<file path="config.mk">
export PLATFORM = sky130hd
export DESIGN_NAME = adcmux_scan
export DESIGN_NICKNAME = d
export VERILOG_FILES = /design/src/rtl/adcmux_scan.sv
export SDC_FILE = /design/constraint.sdc
export NUM_CORES = 1
export LEC_CHECK = 0
export CAP_MARGIN = 20
export CORE_ASPECT_RATIO = 1.25
export CORE_MARGIN = 2
export CORE_UTILIZATION = 63
export DETAILED_ROUTE_END_ITERATION = 8
export DONT_BUFFER_PORTS = 1
export HOLD_SLACK_MARGIN = 0.12
export PLACE_DENSITY = 0.77
export SYNTH_ARGS = -nofsm -noshare
export SYNTH_HDL_FRONTEND = slang
export SYNTH_SLANG_ARGS = --single-unit
</file>
<file path="constraint.sdc">
create_clock -name clk -period 2.4 [get_ports clk]
set_input_delay 0.24 -clock clk [delete_from_list [all_inputs] [get_ports clk]]
set_output_delay 0.24 -clock clk [all_outputs]
set_load 0.02 [all_outputs]
</file>
<file path="src/rtl/adcmux_scan.sv">
// N:1 ADC input multiplexer with scan sequencer: walks an enabled-channel mask,
// waits a programmable settle time per channel and handshakes one conversion each.
module adcmux_scan #(
    parameter int NCH      = 8,
    parameter int SELW     = $clog2(NCH),
    parameter int SETTLE_W = 8
) (
    input  logic                clk,
    input  logic                rst,
    input  logic [NCH-1:0]      vin,
    input  logic [NCH-1:0]      ch_en,
    input  logic [SETTLE_W-1:0] settle_cyc,
    input  logic                mode,
    input  logic                start,
    input  logic                stop,
    output logic [SELW-1:0]     sel,
    output logic                vout,
    output logic                conv_req,
    input  logic                conv_ack,
    output logic                sample_valid,
    output logic [SELW-1:0]     sample_ch,
    output logic                sample_data,
    output logic                busy,
    output logic                done
);

    typedef enum logic [1:0] {IDLE, SETTLE, CONV} state_t;

    state_t              state;
    logic [NCH-1:0]      mask_q;
    logic [SETTLE_W-1:0] settle_q;
    logic [SETTLE_W-1:0] cnt;
    logic                mode_q;
    logic                go;
    logic                stop_pend;
    logic [SELW-1:0]     nxt_ch;
    logic                nxt_wrap;

    function automatic logic [SELW-1:0] lowest(input logic [NCH-1:0] m);
        lowest = '0;
        for (int unsigned i = NCH; i > 0; i--)
            if (m[i-1]) lowest = SELW'(i - 1);
    endfunction

    // Next enabled channel above sel; nxt_wrap flags end of pass.
    always_comb begin
        nxt_ch   = lowest(mask_q);
        nxt_wrap = 1'b1;
        for (int unsigned i = NCH; i > 0; i--) begin
            if (mask_q[i-1] && ((i - 1) > 32'(sel))) begin
                nxt_ch   = SELW'(i - 1);
                nxt_wrap = 1'b0;
            end
        end
    end

    assign vout = (int'(sel) < NCH) ? vin[sel] : 1'b0;

    always_ff @(posedge clk) begin
        if (rst) begin
            state        <= IDLE;
            sel          <= '0;
            conv_req     <= 1'b0;
            sample_valid <= 1'b0;
            sample_ch    <= '0;
            sample_data  <= 1'b0;
            busy         <= 1'b0;
            done         <= 1'b0;
            stop_pend    <= 1'b0;
            go           <= 1'b0;
            cnt          <= '0;
            mask_q       <= '0;
            settle_q     <= '0;
            mode_q       <= 1'b0;
        end else begin
            sample_valid <= 1'b0;
            done         <= 1'b0;
            if (busy && stop) stop_pend <= 1'b1;

            case (state)
                // Start is two-step: the edge that sees start latches the
                // configuration, the following edge acts on the latched mask.
                IDLE: begin
                    stop_pend <= 1'b0;
                    if (go) begin
                        go <= 1'b0;
                        if (mask_q != '0) begin
                            sel   <= lowest(mask_q);
                            cnt   <= settle_q;
                            busy  <= 1'b1;
                            state <= SETTLE;
                        end else begin
                            done <= 1'b1;
                        end
                    end else if (start) begin
                        mask_q   <= ch_en;
                        settle_q <= settle_cyc;
                        mode_q   <= mode;
                        go       <= 1'b1;
                    end
                end
                SETTLE: begin
                    if (cnt != '0) begin
                        cnt <= cnt - 1'b1;
                    end else begin
                        conv_req <= 1'b1;
                        state    <= CONV;
                    end
                end
                CONV: begin
                    if (conv_ack) begin
                        conv_req     <= 1'b0;
                        sample_valid <= 1'b1;
                        sample_ch    <= sel;
                        sample_data  <= vout;
                        if (nxt_wrap && (!mode_q || stop_pend)) begin
                            done  <= 1'b1;
                            busy  <= 1'b0;
                            state <= IDLE;
                        end else begin
                            sel   <= nxt_ch;
                            cnt   <= settle_q;
                            state <= SETTLE;
                        end
                    end
                end
                default: state <= IDLE;
            endcase
        end
    end

endmodule
</file>
==> results.py, run 1 <==
metrics = {
    "status": {
        "outcome": "finished, final reports clean",
    },
    "grt": {
        "grt_max_degree": 40,
        "gr-total-overflow": 0,
        "grt_pass1_vias": 1893,
        "grt_pass1_wl_mm": 8.54,
        "grt_use_total_pct": 27.5,
        "grt_antenna_before_repair": 0,
    },
    "routing": {
        "dr.pass1.iters": 4,
        "vias_per_cell": 6.10,
        "routedWlPerCell_um": 15.6,
        "wl_mm": 5.18,
        "drt-initial-drc-count": 93,
        "vias": 2024,
        "ant_nets": 0,
        "drcViolationCount": 0,
    },
    "sta": {
        "period_needed_ns": 2.16,
        "rsz0062_at_grt": "false",
        "tightest_slew_ns": 0.617,
        "finalCritPeriodShare_pct": 90.0,
        "fmax_mhz": 463,
        "setup_tns_ns": 0,
        "slew_headroom_pct": 58.9,
        "slew_violations": 0,
        "clock_skew_ns": 0.00943,
        "hold_viol": 0,
        "setup_viol": 0,
    },
    "critical_path": {
        "cp-end-kind": "flop",
        "path_buf_inv": 1,
        "cp_cell_sequence": "nor2_2 -> nand2_1 -> or2_2 -> nand2_1 -> a21oi_1 -> dlygate4sd3_1",
        "r2r_setup_slack_ns": 0.24,
        "critPathTopFamily": "simple AND/OR/NAND/NOR gates",
        "crit_slowest_cell": "dlygate4sd3_1",
        "crit_type": "reg -> reg",
        "crit_top_cell": "nand2_1",
        "worstPathMaxFanout": 18,
        "required_ns": 2.59,
        "critPathLaunchType": "flop",
        "critPathArrivalTime_ns": 2.35,
        "slowest_delay_ns": 0.55,
    },
    "power": {
        "combPwrFrac_pct": 28.8,
        "leakage_nw": 0.891,
        "power.share.switching_pct": 34.4,
        "clockPowerShare_pct": 24.9,
        "vdd_drop_max_mv": 0.578,
        "netSwitchingPower_w": 0.000582,
        "cellPowerDensity_nw_per_um2": 682,
        "p_int_w": 0.00111,
        "p_seq_share_pct": 46.3,
    },
    "final_layout": {
        "fill_cells": 297,
        "n_antenna_cell": 0,
        "layoutNonFillerInstCount": 332,
        "drive_gt1_share_pct": 11.6,
        "fin_util_pct": 72.5,
        "nets": 324,
        "syn_to_final_growth_pct": 12.3,
    },
    "floorplanning": {
        "die_w_um": 57.0,
        "core_sq_um": 3420,
        "chipHeight_um": 70.2,
        "dieArea_sq_um": 4000,
        "boundaryPins": 42,
        "initial_core_util_pct": 64.5,
        "rows": 24,
    },
    "synthesis": {
        "netlist-cell-type-count": 56,
        "syn-instance-count": 282,
        "synthesis.nets": 313,
        "yosysMostFrequentCell": "nand2_1",
        "ys_ff_latch": 40,
        "ys_seq_area_share_pct": 36.2,
        "synthTopCellsByArea": "dfxtp_1 (36%), a21oi_1 (10%), nand2_1 (8.8%), nor2_1 (4.2%), o21ai_0 (2.7%)",
        "async_flop_share_pct": 0,
        "synth_top_area_share_pct": 36.2,
        "yosysTopAreaCell": "dfxtp_1",
        "avgSynthCellArea_sq_um": 7.84,
        "synth-edff-count": 0,
        "ys.flop_type": "dfxtp_1",
        "synthTopCellsByCount": "nand2_1 (52), a21oi_1 (45), dfxtp_1 (40)",
        "ys_warn_count": 0,
        "syn_area_sq_um": 2210,
    },
    "hold_path": {
        "min_path_type": "in -> reg",
    },
    "run": {
        "drv_cap": 0,
    },
    "clock_network": {
        "clock-sinks": 40,
        "cts_tree": "yes",
        "cts_buffers": 5,
        "root_buffer": "clkbuf_8",
        "clock_latency_ns": 0.30,
        "h-tree-depth": 2,
        "cts_max_path_buffers": 2,
        "clk_pin_slew_ns": 0.08,
    },
    "placed_design": {
        "placedCellCount": 307,
        "port_buffers": 0,
        "gp_congestion": 0.904,
        "hpwl_mm": 3.48,
    },
}
## worst paths after layout
kind,start,end,cells past startpoint
setup / recovery,state[0],settle_q[3],6
hold reg to reg,mode_q,mode_q,2
hold / removal,rst,sel[0],2
setup reg to reg,state[0],settle_q[3],6
## logic make-up after synthesis
family | share of synthesized area [%]
AO/OA/AOI/OAI | 28.0
adder cells (fa/ha/maj) | 0.566
buffers and inverters | 4.59
flip-flops | 36.2
multiplexers | 3.00
AND/OR/NAND/NOR | 27.6
## flip-flops by register name, indices dropped and copies added, names as in the netlist, 2 cells and up
name       count
state          2
settle_q       8
sample_ch      3
cnt            8
sel            3
mask_q         8
## repair_timing
action	in CTS	in global routing
gates resized for setup	0	2
setup buffers	0	0
hold buffers	18	0
setup endpoints to repair	0	1
endpoints found under the hold margin	39	0
## metal layers
metal,global-route usage (%),part of all wire (%)
met5,0,0
met2,48.3,53
met4,11.9,3.5
met1,30.3,39
met3,7.59,5.0
## final cells by class
| type | instances | area (sq um) | area share (%) |
|---|---|---|---|
| Clock buffer | 6 | 72.6 | 2.92 |
| Tap cell | 39 | 48.8 | 1.97 |
| Inverter | 7 | 26.3 | 1.06 |
| Sequential cell | 40 | 801 | 32.3 |
| Multi-Input combinational cell | 218 | 1320 | 53.0 |
| Clock inverter | 1 | 5.00 | 0.202 |
| Timing Repair Buffer | 21 | 213 | 8.57 |
## cell usage in the layout, fill, tap and decap left out, drive strengths merged, types with 4 or more instances in the layout
cell type / netlist / layout
a21oi: 46 / 46
buf: 6 / 4
clkbuf: 11 / 6
dfxtp: 40 / 40
dlygate4sd3: 0 / 17
inv: 7 / 7
nand2: 54 / 54
nand2b: 7 / 7
nand3: 4 / 4
nor2: 28 / 28
nor2b: 4 / 4
nor3: 6 / 6
o21ai: 14 / 14
o32ai: 5 / 5
o41ai: 5 / 5
or3: 4 / 4
or4: 4 / 4
## through the flow
stage / hold WS [ns] / power (W) / worst slack, ns / cell area, sq um
floorplan: 0.376 / 0.00117 / 0.511 / 2210
global placement: 0.314 / 0.00124 / 0.506 / 2210
detailed placement: 0.315 / 0.00124 / 0.490 / 2210
CTS: 0.136 / 0.00169 / 0.0640 / 2470
global route: 0.121 / 0.00179 / 0.130 / 2480
finish: 0.133 / 0.00169 / 0.241 / 2480
## power by group through the flow
stage	clock network [W]	registers (W)	logic [W]
2_1_floorplan	0	0.000776	0.000395
3_3_place_gp	0	0.000797	0.000441
3_5_place_dp	0	0.000797	0.000446
4_1_cts	0.000422	0.000782	0.000484
5_1_grt	0.000454	0.000793	0.000542
6_report	0.000422	0.000784	0.000488
No activity file was read; power rests on OpenSTA's default activity.
==> inputs of run 2 (changes only) <==
- CORE_MARGIN: 2 -> unset
==> results.py, run 2 (synthesized netlist as in run 1, its figures left out) <==
metrics = {
    "power": {
        "p_int_w": 0.00143,
        "vdd_drop_max_mv": 1.05,
        "total_power_w": 0.00204,
        "combPwrFrac_pct": 24.0,
        "netSwitchingPower_w": 0.000609,
        "p_seq_share_pct": 38.4,
        "cellPowerDensity_nw_per_um2": 795,
        "leakage_nw": 0.933,
        "power.share.switching_pct": 29.8,
        "clockPowerShare_pct": 37.6,
    },
    "sta": {
        "rsz0062_at_grt": "false",
        "setup_tns_ns": 0,
        "tightest_slew_ns": 0.625,
        "setup_viol": 0,
        "slew_violations": 0,
        "slew_headroom_pct": 57.9,
        "finalCritPeriodShare_pct": 84.8,
        "hold_viol": 0,
        "fmax_mhz": 492,
        "clock_skew_ns": 0.0117,
        "period_needed_ns": 2.03,
    },
    "floorplanning": {
        "dieArea_sq_um": 3750,
        "rows": 23,
        "initial_core_util_pct": 67.4,
        "die_w_um": 55.0,
        "chipHeight_um": 68.2,
        "boundaryPins": 42,
        "core_sq_um": 3280,
    },
    "clock_network": {
        "clock-sinks": 40,
        "post_cts_buffers": 0,
        "clk_pin_slew_ns": 0.09,
        "cts_buffers": 5,
        "root_buffer": "clkbuf_8",
        "cts_max_path_buffers": 2,
        "cts_tree": "yes",
        "h-tree-depth": 2,
        "clock_latency_ns": 0.31,
    },
    "routing": {
        "dr.pass1.iters": 4,
        "drt-initial-drc-count": 86,
        "wl_mm": 5.39,
        "routedWlPerCell_um": 16.2,
        "drcViolationCount": 0,
        "vias": 2085,
        "ant_nets": 0,
        "vias_per_cell": 6.26,
    },
    "critical_path": {
        "required_ns": 2.62,
        "cp-end-kind": "flop",
        "r2r-start": "sel[1]",
        "reg2reg_to": "cnt[7]",
        "critPathLaunchType": "flop",
        "r2r_setup_slack_ns": 0.37,
        "critPathArrivalTime_ns": 2.26,
        "reg2reg_depth": 6,
        "worstPathMaxFanout": 13,
        "crit_type": "reg -> reg",
    },
    "grt": {
        "grt_antenna_before_repair": 0,
        "grt_use_total_pct": 32.4,
        "grt_pass1_vias": 1856,
        "grt_max_degree": 40,
        "gr-total-overflow": 0,
        "grt_pass1_wl_mm": 8.55,
    },
    "placed_design": {
        "gp_congestion": 0.887,
        "placedCellCount": 306,
        "placed_cell_area_sq_um": 2210,
        "hpwl_mm": 3.42,
        "port_buffers": 0,
    },
    "final_layout": {
        "syn_to_final_growth_pct": 16.3,
        "fin_area_sq_um": 2570,
        "largestRegisters": "cnt (8), mask_q (8), settle_q (8)",
        "final_cell_mix": "nand2_1 (52), a21oi_1 (45), dfxtp_1 (40)",
        "fill_cells": 249,
        "n_antenna_cell": 0,
        "final_common_cell": "nand2_1",
        "drive_gt1_share_pct": 12.2,
        "nets": 326,
        "layoutNonFillerInstCount": 333,
    },
    "hold_path": {
        "hold_end": "cnt[4]",
        "min_from": "rst",
        "hold_depth": 3,
        "min_path_type": "in -> reg",
    },
    "run": {
        "drv_cap": 0,
    },
    "status": {
        "outcome": "finished, final reports clean",
    },
}
run 2: cell count changes in the layout (fill, tap and decap cells not counted), sizes merged:
cell,delta
buf,+1
dlygate4sd3,+1
clkinv,-1
bufinv,+3
clkbuf,-1
run 2: metal layers:
| metal | up-vias | share of wire, % | GRT usage, % | wire [um] |
|---|---|---|---|---|
| li1 | 1029 | - | - | - |
| met1 | 964 | 43 | 41.2 | 2320 |
| met4 | 0 | 1.8 | 14.1 | 99 |
| met3 | 10 | 6.8 | 7.56 | 369 |
| met2 | 82 | 48 | 51.5 | 2600 |
| met5 | - | 0 | 0 | 0 |
run 2: what timing repair did:
action / 4_1_cts / 5_1_grt
endpoints found under the setup margin: 0 / 0
resized for setup: 0 / 0
hold buffers: 19 / 0
hold endpoints to repair: 39 / 0
run 2: area by class of cell:
class	instances	area, sq um	area share (%)
well taps	37	46.3	1.80
multi-input cells	218	1310	50.9
clock inverters	3	90.1	3.51
inverters	7	26.3	1.02
repair buffers	23	230	8.96
clock buffers	5	68.8	2.68
flip-flops and latches	40	801	31.2
run 2: how the worst max path moves through the flow:
stage / start / end / slack, ns / cells after the start
finish: sel[1] / cnt[7] / 0.37 / 6
global route: sel[1] / cnt[1] / 0.15 / 6
CTS: sel[1] / cnt[7] / 0.35 / 6
detailed placement: sel[1] / cnt[7] / 0.42 / 6
global placement: sel[1] / cnt[3] / 0.49 / 6
floorplan: sel[0] / cnt[1] / 0.51 / 7
run 2: worst max-delay path, stage by stage, from the launching register on:
cell and delay (ns):
dfxtp_1 0.57, a21boi_0 0.22, o21ai_2 0.20, nand2_4 0.10, o41ai_2 0.59, a21oi_1 0.14, o32ai_1 0.14
run 2: through the flow:
stage                     util (%)  setup WS, ns  hold WS, ns
after floorplan                  -         0.511        0.376
after global placement        67.4         0.488        0.313
after detailed placement      67.4         0.415        0.315
after CTS                     78.3         0.355        0.125
after global routing          78.3         0.153        0.132
final                         78.3         0.366        0.128
run 2: power groups by stage:
stage	Combinational, W	Clock (W)	Sequential, W
detailed placement	0.000443	0	0.000799
global placement	0.000437	0	0.000798
global route	0.000542	0.000798	0.000795
finish	0.000490	0.000768	0.000786
floorplan	0.000395	0	0.000776
CTS	0.000484	0.000769	0.000784
